### config.mk
export PLATFORM = sky130hd
export DESIGN_NAME = beat_seq_ctrl_flat
export DESIGN_NICKNAME = d
export VERILOG_FILES = /design/src/rtl/beat_seq_ctrl_if.sv /design/src/rtl/beat_seq_ctrl.sv /design/src/flat_wrapper.sv
export SDC_FILE = /design/constraint.sdc
export NUM_CORES = 1
export LEC_CHECK = 0
export BUFFER_PORTS_ARGS = -buffer_cell sky130_fd_sc_hd__buf_2
export CAP_MARGIN = 20
export CORE_UTILIZATION = 30
export CTS_BUF_LIST = sky130_fd_sc_hd__clkbuf_2 sky130_fd_sc_hd__clkbuf_4 sky130_fd_sc_hd__clkbuf_8
export DETAILED_ROUTE_END_ITERATION = 10
export SYNTH_ARGS = -nofsm -noshare
export SYNTH_HDL_FRONTEND = slang
export SYNTH_SLANG_ARGS = --single-unit
### constraint.sdc
create_clock -name clk -period 1.75 [get_ports clk]
set_input_delay 0.175 -clock clk [delete_from_list [all_inputs] [get_ports clk]]
set_output_delay 0.175 -clock clk [all_outputs]
set_load 0.02 [all_outputs]
### src/rtl/beat_seq_ctrl_if.sv
// Control/status bundle between the beat sequencer and its front panel/datapath.
// The mode/step signals exist only when STEP_MODE_EN is defined.
interface beat_seq_ctrl_if #(
  parameter int CYC_W = 4
);
  logic             start;
  logic             stop;
`ifdef STEP_MODE_EN
  logic             mode;
  logic             step;
`endif
  logic             T1;
  logic             T2;
  logic             T3;
  logic             T4;
  logic             busy;
  logic [CYC_W-1:0] cyc_cnt;
  logic             cyc_end;

`ifdef STEP_MODE_EN
  modport master (output start, stop, mode, step,
                  input  T1, T2, T3, T4, busy, cyc_cnt, cyc_end);
  modport slave  (input  start, stop, mode, step,
                  output T1, T2, T3, T4, busy, cyc_cnt, cyc_end);
`else
  modport master (output start, stop,
                  input  T1, T2, T3, T4, busy, cyc_cnt, cyc_end);
  modport slave  (input  start, stop,
                  output T1, T2, T3, T4, busy, cyc_cnt, cyc_end);
`endif
endinterface

### src/rtl/beat_seq_ctrl.sv
// Run/stop controller and T1..T4 beat ring sequencer with machine-cycle counter.
// Optional single-machine-cycle stepping (WAIT state) is enabled by defining STEP_MODE_EN.
module beat_seq_ctrl #(
  parameter int CYC_W = 4
) (
  input  logic            clk,
  input  logic            rst,
  beat_seq_ctrl_if.slave  bus
);

`ifdef STEP_MODE_EN
  typedef enum logic [1:0] {IDLE = 2'd0, RUN = 2'd1, WAIT = 2'd2} state_t;
`else
  typedef enum logic [1:0] {IDLE = 2'd0, RUN = 2'd1} state_t;
`endif

  state_t           state_q,     state_d;
  logic [3:0]       t_q,         t_d;
  logic [CYC_W-1:0] cnt_q,       cnt_d;
  logic             busy_q,      busy_d;
  logic             cyc_end_q,   cyc_end_d;
  logic             stop_pend_q, stop_pend_d;
  logic             start_q,     start_d;
  logic             start_arm_q, start_arm_d;
  logic             start_rise;
`ifdef STEP_MODE_EN
  logic             step_q,      step_d;
  logic             step_rise;
`endif

  always_comb begin
    state_d     = state_q;
    t_d         = t_q;
    cnt_d       = cnt_q;
    stop_pend_d = stop_pend_q;
    start_d     = bus.start;
    // start_q is cleared by reset, so a start held through reset must be seen low before it can count as a rise
    start_arm_d = start_arm_q | ~bus.start;
    start_rise  = bus.start & ~start_q & start_arm_q;
`ifdef STEP_MODE_EN
    step_d      = bus.step;
    step_rise   = bus.step & ~step_q;
`endif

    case (state_q)
      IDLE: begin
        if (start_rise && !bus.stop) begin
          state_d = RUN;
          t_d     = 4'b0001;
          cnt_d   = '0;
        end
      end
      RUN: begin
        if (t_q[3]) begin
          cnt_d = cnt_q + 1'b1;
          if (stop_pend_q || bus.stop) begin
            state_d     = IDLE;
            t_d         = 4'b0000;
            stop_pend_d = 1'b0;
          end
`ifdef STEP_MODE_EN
          else if (bus.mode) begin
            state_d = WAIT;
            t_d     = 4'b0000;
          end
`endif
          else begin
            t_d = 4'b0001;
          end
        end else begin
          t_d = {t_q[2:0], 1'b0};
          if (bus.stop) stop_pend_d = 1'b1;
        end
      end
`ifdef STEP_MODE_EN
      WAIT: begin
        if (bus.stop) begin
          state_d = IDLE;
        end else if (step_rise) begin
          state_d = RUN;
          t_d     = 4'b0001;
        end
      end
`endif
      default: begin
        state_d = IDLE;
        t_d     = 4'b0000;
      end
    endcase

    busy_d    = (state_d == RUN);
    cyc_end_d = t_d[3];
  end

  always_ff @(posedge clk or negedge rst) begin
    if (!rst) begin
      state_q     <= IDLE;
      t_q         <= 4'b0000;
      cnt_q       <= '0;
      busy_q      <= 1'b0;
      cyc_end_q   <= 1'b0;
      stop_pend_q <= 1'b0;
      start_q     <= 1'b0;
      start_arm_q <= 1'b0;
`ifdef STEP_MODE_EN
      step_q      <= 1'b0;
`endif
    end else begin
      state_q     <= state_d;
      t_q         <= t_d;
      cnt_q       <= cnt_d;
      busy_q      <= busy_d;
      cyc_end_q   <= cyc_end_d;
      stop_pend_q <= stop_pend_d;
      start_q     <= start_d;
      start_arm_q <= start_arm_d;
`ifdef STEP_MODE_EN
      step_q      <= step_d;
`endif
    end
  end

  assign bus.T1      = t_q[0];
  assign bus.T2      = t_q[1];
  assign bus.T3      = t_q[2];
  assign bus.T4      = t_q[3];
  assign bus.busy    = busy_q;
  assign bus.cyc_cnt = cnt_q;
  assign bus.cyc_end = cyc_end_q;

endmodule

### src/flat_wrapper.sv
// flat-port wrapper written by rule: the top's interface ports become plain ports
module beat_seq_ctrl_flat 
#(
  parameter int CYC_W = 4
)
  (clk, rst, bus_start, bus_stop, bus_T1, bus_T2, bus_T3, bus_T4, bus_busy, bus_cyc_cnt, bus_cyc_end);
  beat_seq_ctrl_if #(.CYC_W(CYC_W)) bus_i ();
  input  logic clk;
  input  logic rst;
  input wire logic [$bits(bus_i.start)-1:0] bus_start;
  input wire logic [$bits(bus_i.stop)-1:0] bus_stop;
  output wire logic [$bits(bus_i.T1)-1:0] bus_T1;
  output wire logic [$bits(bus_i.T2)-1:0] bus_T2;
  output wire logic [$bits(bus_i.T3)-1:0] bus_T3;
  output wire logic [$bits(bus_i.T4)-1:0] bus_T4;
  output wire logic [$bits(bus_i.busy)-1:0] bus_busy;
  output wire logic [$bits(bus_i.cyc_cnt)-1:0] bus_cyc_cnt;
  output wire logic [$bits(bus_i.cyc_end)-1:0] bus_cyc_end;
  assign bus_i.start = bus_start;
  assign bus_i.stop = bus_stop;
  assign bus_T1 = bus_i.T1;
  assign bus_T2 = bus_i.T2;
  assign bus_T3 = bus_i.T3;
  assign bus_T4 = bus_i.T4;
  assign bus_busy = bus_i.busy;
  assign bus_cyc_cnt = bus_i.cyc_cnt;
  assign bus_cyc_end = bus_i.cyc_end;
  beat_seq_ctrl #(.CYC_W(CYC_W)) u_core (.clk(clk), .rst(rst), .bus(bus_i));
endmodule
After elaboration in Yosys (flattened, before gate mapping). Cells that the tools add are included.

Register bits after elaboration: 14. Bits of input ports: 4. Output and inout bits: 10. Word-level logic and storage cells: 41.

Add/sub/neg operators: 1. Equality and inequality tests: 5. Multiplexer cells: 14. Bitwise gates (word level): 5. Reductions and logical operators: 8.

Operators with widths (number): two-way mux 4 bit (4); one-hot mux 4 bit (2 select lines) (2); two-way mux 2 bit (3); AND reduction 3 bit (2); adder 4 x 1 -> 4 bit (second input constant) (1); == test 2 x 1 -> 1 bit (second input constant) (2); two-way mux 1 bit (4); inequality test 2 x 1 -> 1 bit (second input constant) (2); one-hot mux 2 bit (2 select lines) (1); nonzero test 2 bit (2); bitwise AND 1 bit (2); logical NOT 2 bit (1); inequality test 2 bit (second input constant) (1); NOT 1 bit (2); logical AND 1 bit (1); logical NOT 1 bit (1); logical OR 1 bit (1); OR 1 bit (1).

Longest topological paths before layout.
Depth after elaboration: 7. Gate-level depth with buffers: 4. Mapped depth without buffers: 4.

Worst setup path after synthesis. No wires, ideal clock.

Path kind: register to register. Start: register u_core.cnt_q[0] (netlist: u_core.bus.cyc_cnt[0]). End: register u_core.cnt_q[2] (netlist: u_core.bus.cyc_cnt[2]). Setup time: 0.076 ns. Arrival: 1.054 ns. Required time: 1.674 ns. Slack: 0.619 ns. Stages on the path, launching flop included: 5. Buffers on the path: 0. Cells stage by stage: dfrtp_1 > ha_1 > nand2b_1 > a21o_1 > o21ai_1.

Longest elaborated chain between the ends: 3.

Ends and longest elaborated chain: start: declaration (line beat_seq_ctrl.sv:19) `logic [CYC_W-1:0] cnt_q, cnt_d;`; start signal: assignment (line beat_seq_ctrl.sv:111) `cnt_q <= cnt_d;`; adder 4 x 1 -> 4 bit (line beat_seq_ctrl.sv:55) `cnt_d = cnt_q + 1'b1;`; two-way mux 4 bit (line beat_seq_ctrl.sv:54) `if (t_q[3]) begin`; one-hot mux 4 bit (2 select lines) (line beat_seq_ctrl.sv:45) `case (state_q)`.

Every way passes these cells. The select of a mux whose other input is x is not followed. A chain may end at the register's enable or synchronous reset.

Worst setup path after layout.
Start: register u_core.start_q. End: register u_core.t_q[0].

Longest elaborated chain between the ends: 5.

Ends and longest elaborated chain: start: declaration (line beat_seq_ctrl.sv:23) `logic start_q, start_d;`; start signal: assignment (line beat_seq_ctrl.sv:115) `start_q <= start_d;`; NOT 1 bit (line beat_seq_ctrl.sv:39) `start_rise = bus.start & ~start_q & start_arm_q;`; bitwise AND 1 bit (2 in a row) (line beat_seq_ctrl.sv:39); logical AND 1 bit (line beat_seq_ctrl.sv:47) `if (start_rise && !bus.stop) begin`; inequality test 2 x 1 -> 1 bit (no source line); end signal: assignment (line beat_seq_ctrl.sv:110) `t_q <= t_d;`; end: declaration (line beat_seq_ctrl.sv:18) `logic [3:0] t_q, t_d;`.

Every way passes these cells.

==> flow_summary.json <==
{
  "run_status": "completed",
  "hp-class": "primary input to register",
  "cts-root-buf": "clkbuf_4",
  "netlist_area_um2": 632,
  "hpwl_um": 760,
  "synth_top_area_frac": 0.554,
  "worst-setup-path-type": "register to register",
  "drtIter0Drc": 2,
  "period_needed_ns": 1.20,
  "initial_core_util": 0.322,
  "antenna_found_initial": 0,
  "totalWireLength_mm": 1.03,
  "drc": 0,
  "synth_top_flop_cell": "dfrtp_1",
  "final_cells": 95,
  "yosysMostFrequentCell": "dfrtp_1",
  "clock_sinks": 14,
  "syn2layout_area_growth_pct": 21.8,
  "drtPass1Iterations": 4,
  "wl_per_cell_um": 10.9,
  "cts_buffers": 3,
  "grt_pass1_wl_mm": 1.60,
  "routabilityCongestion": 0.691,
  "r2r_cells": 3,
  "synth-seq-area-share": 0.554,
  "path_depth": 3,
  "rsz0062_at_grt": "false",
  "synthArstFlopShare": 1.00,
  "finalSetupViolations": 0,
  "cts_tree": "built",
  "worst_skew_pair.late_latency_ns": 0.28,
  "synthTopCellsByCount": "14 x dfrtp_1, 4 x nand2_1, 3 x a21o_1, 3 x a22o_1, 3 x nand2b_1",
  "die_y_um": 47.9,
  "worstSetupStartpointType": "register",
  "critPathLaunch": "u_core.start_q",
  "die_w_um": 47.9,
  "slowest_delay_ns": 0.38,
  "yosysTopAreaCell": "dfrtp_1",
  "stdcell_area_um2": 769,
  "grt_pass1_vias": 381,
  "dp_cells": 90,
  "synth-edff-count": 0,
  "tns_ns": 0,
  "worstReg2RegStart": "u_core.start_q",
  "core-area_um2": 1960,
  "ir_drop_uv": 417,
  "viasPerCell": 4.47,
  "io_pins": 14,
  "cts.path.max_buffers": 2,
  "cts_max_level": 1,
  "maxSlewViolCount": 0,
  "ctsResizeCount": 0,
  "cp_top_family": "simple AND/OR/NAND/NOR gates",
  "rows": 16,
  "max_cap_violations": 0,
  "dpl_cell_area_um2": 723,
  "yosysWarnings": 0,
  "ant_nets": 0,
  "hold_buffers": 1,
  "rrSetupSlack_ns": 0.55,
  "ys_top_cells_by_area": "dfrtp_1 55%, nand4bb_4 4.4%, a22o_1 4.2%, a21o_1 3.6%, nand2b_1 3.0%",
  "worst-path-buf-inv": 0,
  "power.density_nw_per_um2": 890,
  "cp.required_ns": 1.93,
  "cp_slowest_cell": "dfrtp_1",
  "numPortBuffers": 13,
  "clk_pin_slew_ns": 0.08,
  "syn_area_per_cell_um2": 12.4,
  "num-fill-cells": 220,
  "grt.total_usage": 0.109,
  "endpoint_kind": "register",
  "power_leakage_nw": 0.381,
  "layout.nets": 74,
  "final_hold_viol_count": 0,
  "cts_setup_buffers": 0,
  "critPathMaxFanout": 4,
  "drive_gt1_frac": 0.338,
  "finalClockSkew_ns": 0.00160,
  "n_antenna_cell": 0,
  "r2r_end": "u_core.t_q[0]",
  "synth_fp_nets": 56,
  "endpoint": "u_core.t_q[0]",
  "grt_overflow": 0,
  "fmax_mhz": 834,
  "grt_max_degree": 15,
  "ys_seq_elements": 14,
  "cp.arrival_ns": 1.38,
  "post_synth_num_cell_types": 25,
  "syn_inst": 51,
  "dieArea_um2": 2290,
  "fin_crit_sh": 0.685,
  "vias": 425,
  "cp_cell_sequence": "nand4bb_4 -> nor3b_2 -> a221oi_2"
}
==> sequential cells by signal (all words and copies together) (netlist names) <==
signal,count
u_core.t_q,4
u_core.bus.cyc_cnt,4
u_core.state_q,2
u_core.start_q,1
u_core.bus.busy,1
u_core.start_arm_q,1
u_core.stop_pend_q,1
==> report_power, final <==
group | internal (mW) | total (mW) | switching [mW] | leakage [nW]
Clock | 0.127 | 0.228 | 0.102 | 0.0210
Sequential | 0.346 | 0.370 | 0.0234 | 0.179
Combinational | 0.0371 | 0.0866 | 0.0496 | 0.181
Total | 0.510 | 0.685 | 0.175 | 0.381
==> layout make-up <==
| class | count | area [um^2] | share of cell area |
|---|---|---|---|
| well taps | 27 | 33.8 | 0.0439 |
| clock buffers | 4 | 36.3 | 0.0472 |
| multi-input cells | 34 | 267 | 0.346 |
| flip-flops and latches | 14 | 350 | 0.455 |
| inverters | 2 | 7.51 | 0.00976 |
| repair buffers | 14 | 75.1 | 0.0976 |
==> routing by layer <==
metal	wire length, um	part of all wire	vias up	global-route usage
met1	462	0.45	201	0.120
met5	0	0	-	0
li1	-	-	215	-
met4	0	0	0	0.0167
met3	65	0.063	0	0.0792
met2	502	0.49	9	0.173
==> layout by cell type (no fill, tap or decap), drive strengths merged <==
master	synthesis	routed
and2b	1	1
nand3b	1	1
nor2b	2	2
nor3b	1	1
xor2	1	1
nand3	1	1
nor2	1	1
buf	1	13
inv	2	2
clkbuf	0	4
conb	1	1
a221oi	1	1
o22ai	2	2
nor3	1	1
o21ai	3	3
nand2	4	4
ha	1	1
nand4bb	1	1
nand2b	3	3
dfrtp	14	14
a21o	3	3
a21oi	2	2
dlygate4sd3	0	1
a22o	3	3
o311ai	1	1
==> metrics by stage <==
step	util	hold slack (ns)	setup WS (ns)	power, mW
2_1_floorplan	-	-0.121	0.619	0.428
3_5_place_dp	0.369	0.0853	0.557	0.462
6_report	0.392	0.0563	0.551	0.685
3_3_place_gp	0.369	0.0854	0.578	0.460
5_1_grt	0.392	0.0374	0.484	0.733
4_1_cts	0.392	0.0479	0.535	0.698
==> kinds of logic after synthesis <==
family	Yosys count	share of synthesized area
AO/OA/AOI/OAI	15	0.174
buffers and inverters	3	0.0238
XOR/XNOR	1	0.0139
adder cells (fa/ha/maj)	1	0.0198
flip-flops	14	0.554
other	1	0.00593
AND/OR/NAND/NOR	16	0.208
==> worst min path at each step <==
stage	slack, ns	start	endpoint	depth (start not counted)
after floorplan	-0.12	rst	u_core.bus.busy	0
after global placement	0.09	rst	u_core.start_q	1
after detailed placement	0.09	rst	u_core.start_q	1
after CTS	0.05	bus_start	u_core.start_q	1
after global routing	0.04	bus_start	u_core.start_q	1
final	0.06	bus_start	u_core.start_q	1
(Power assumes the default switching activity.)
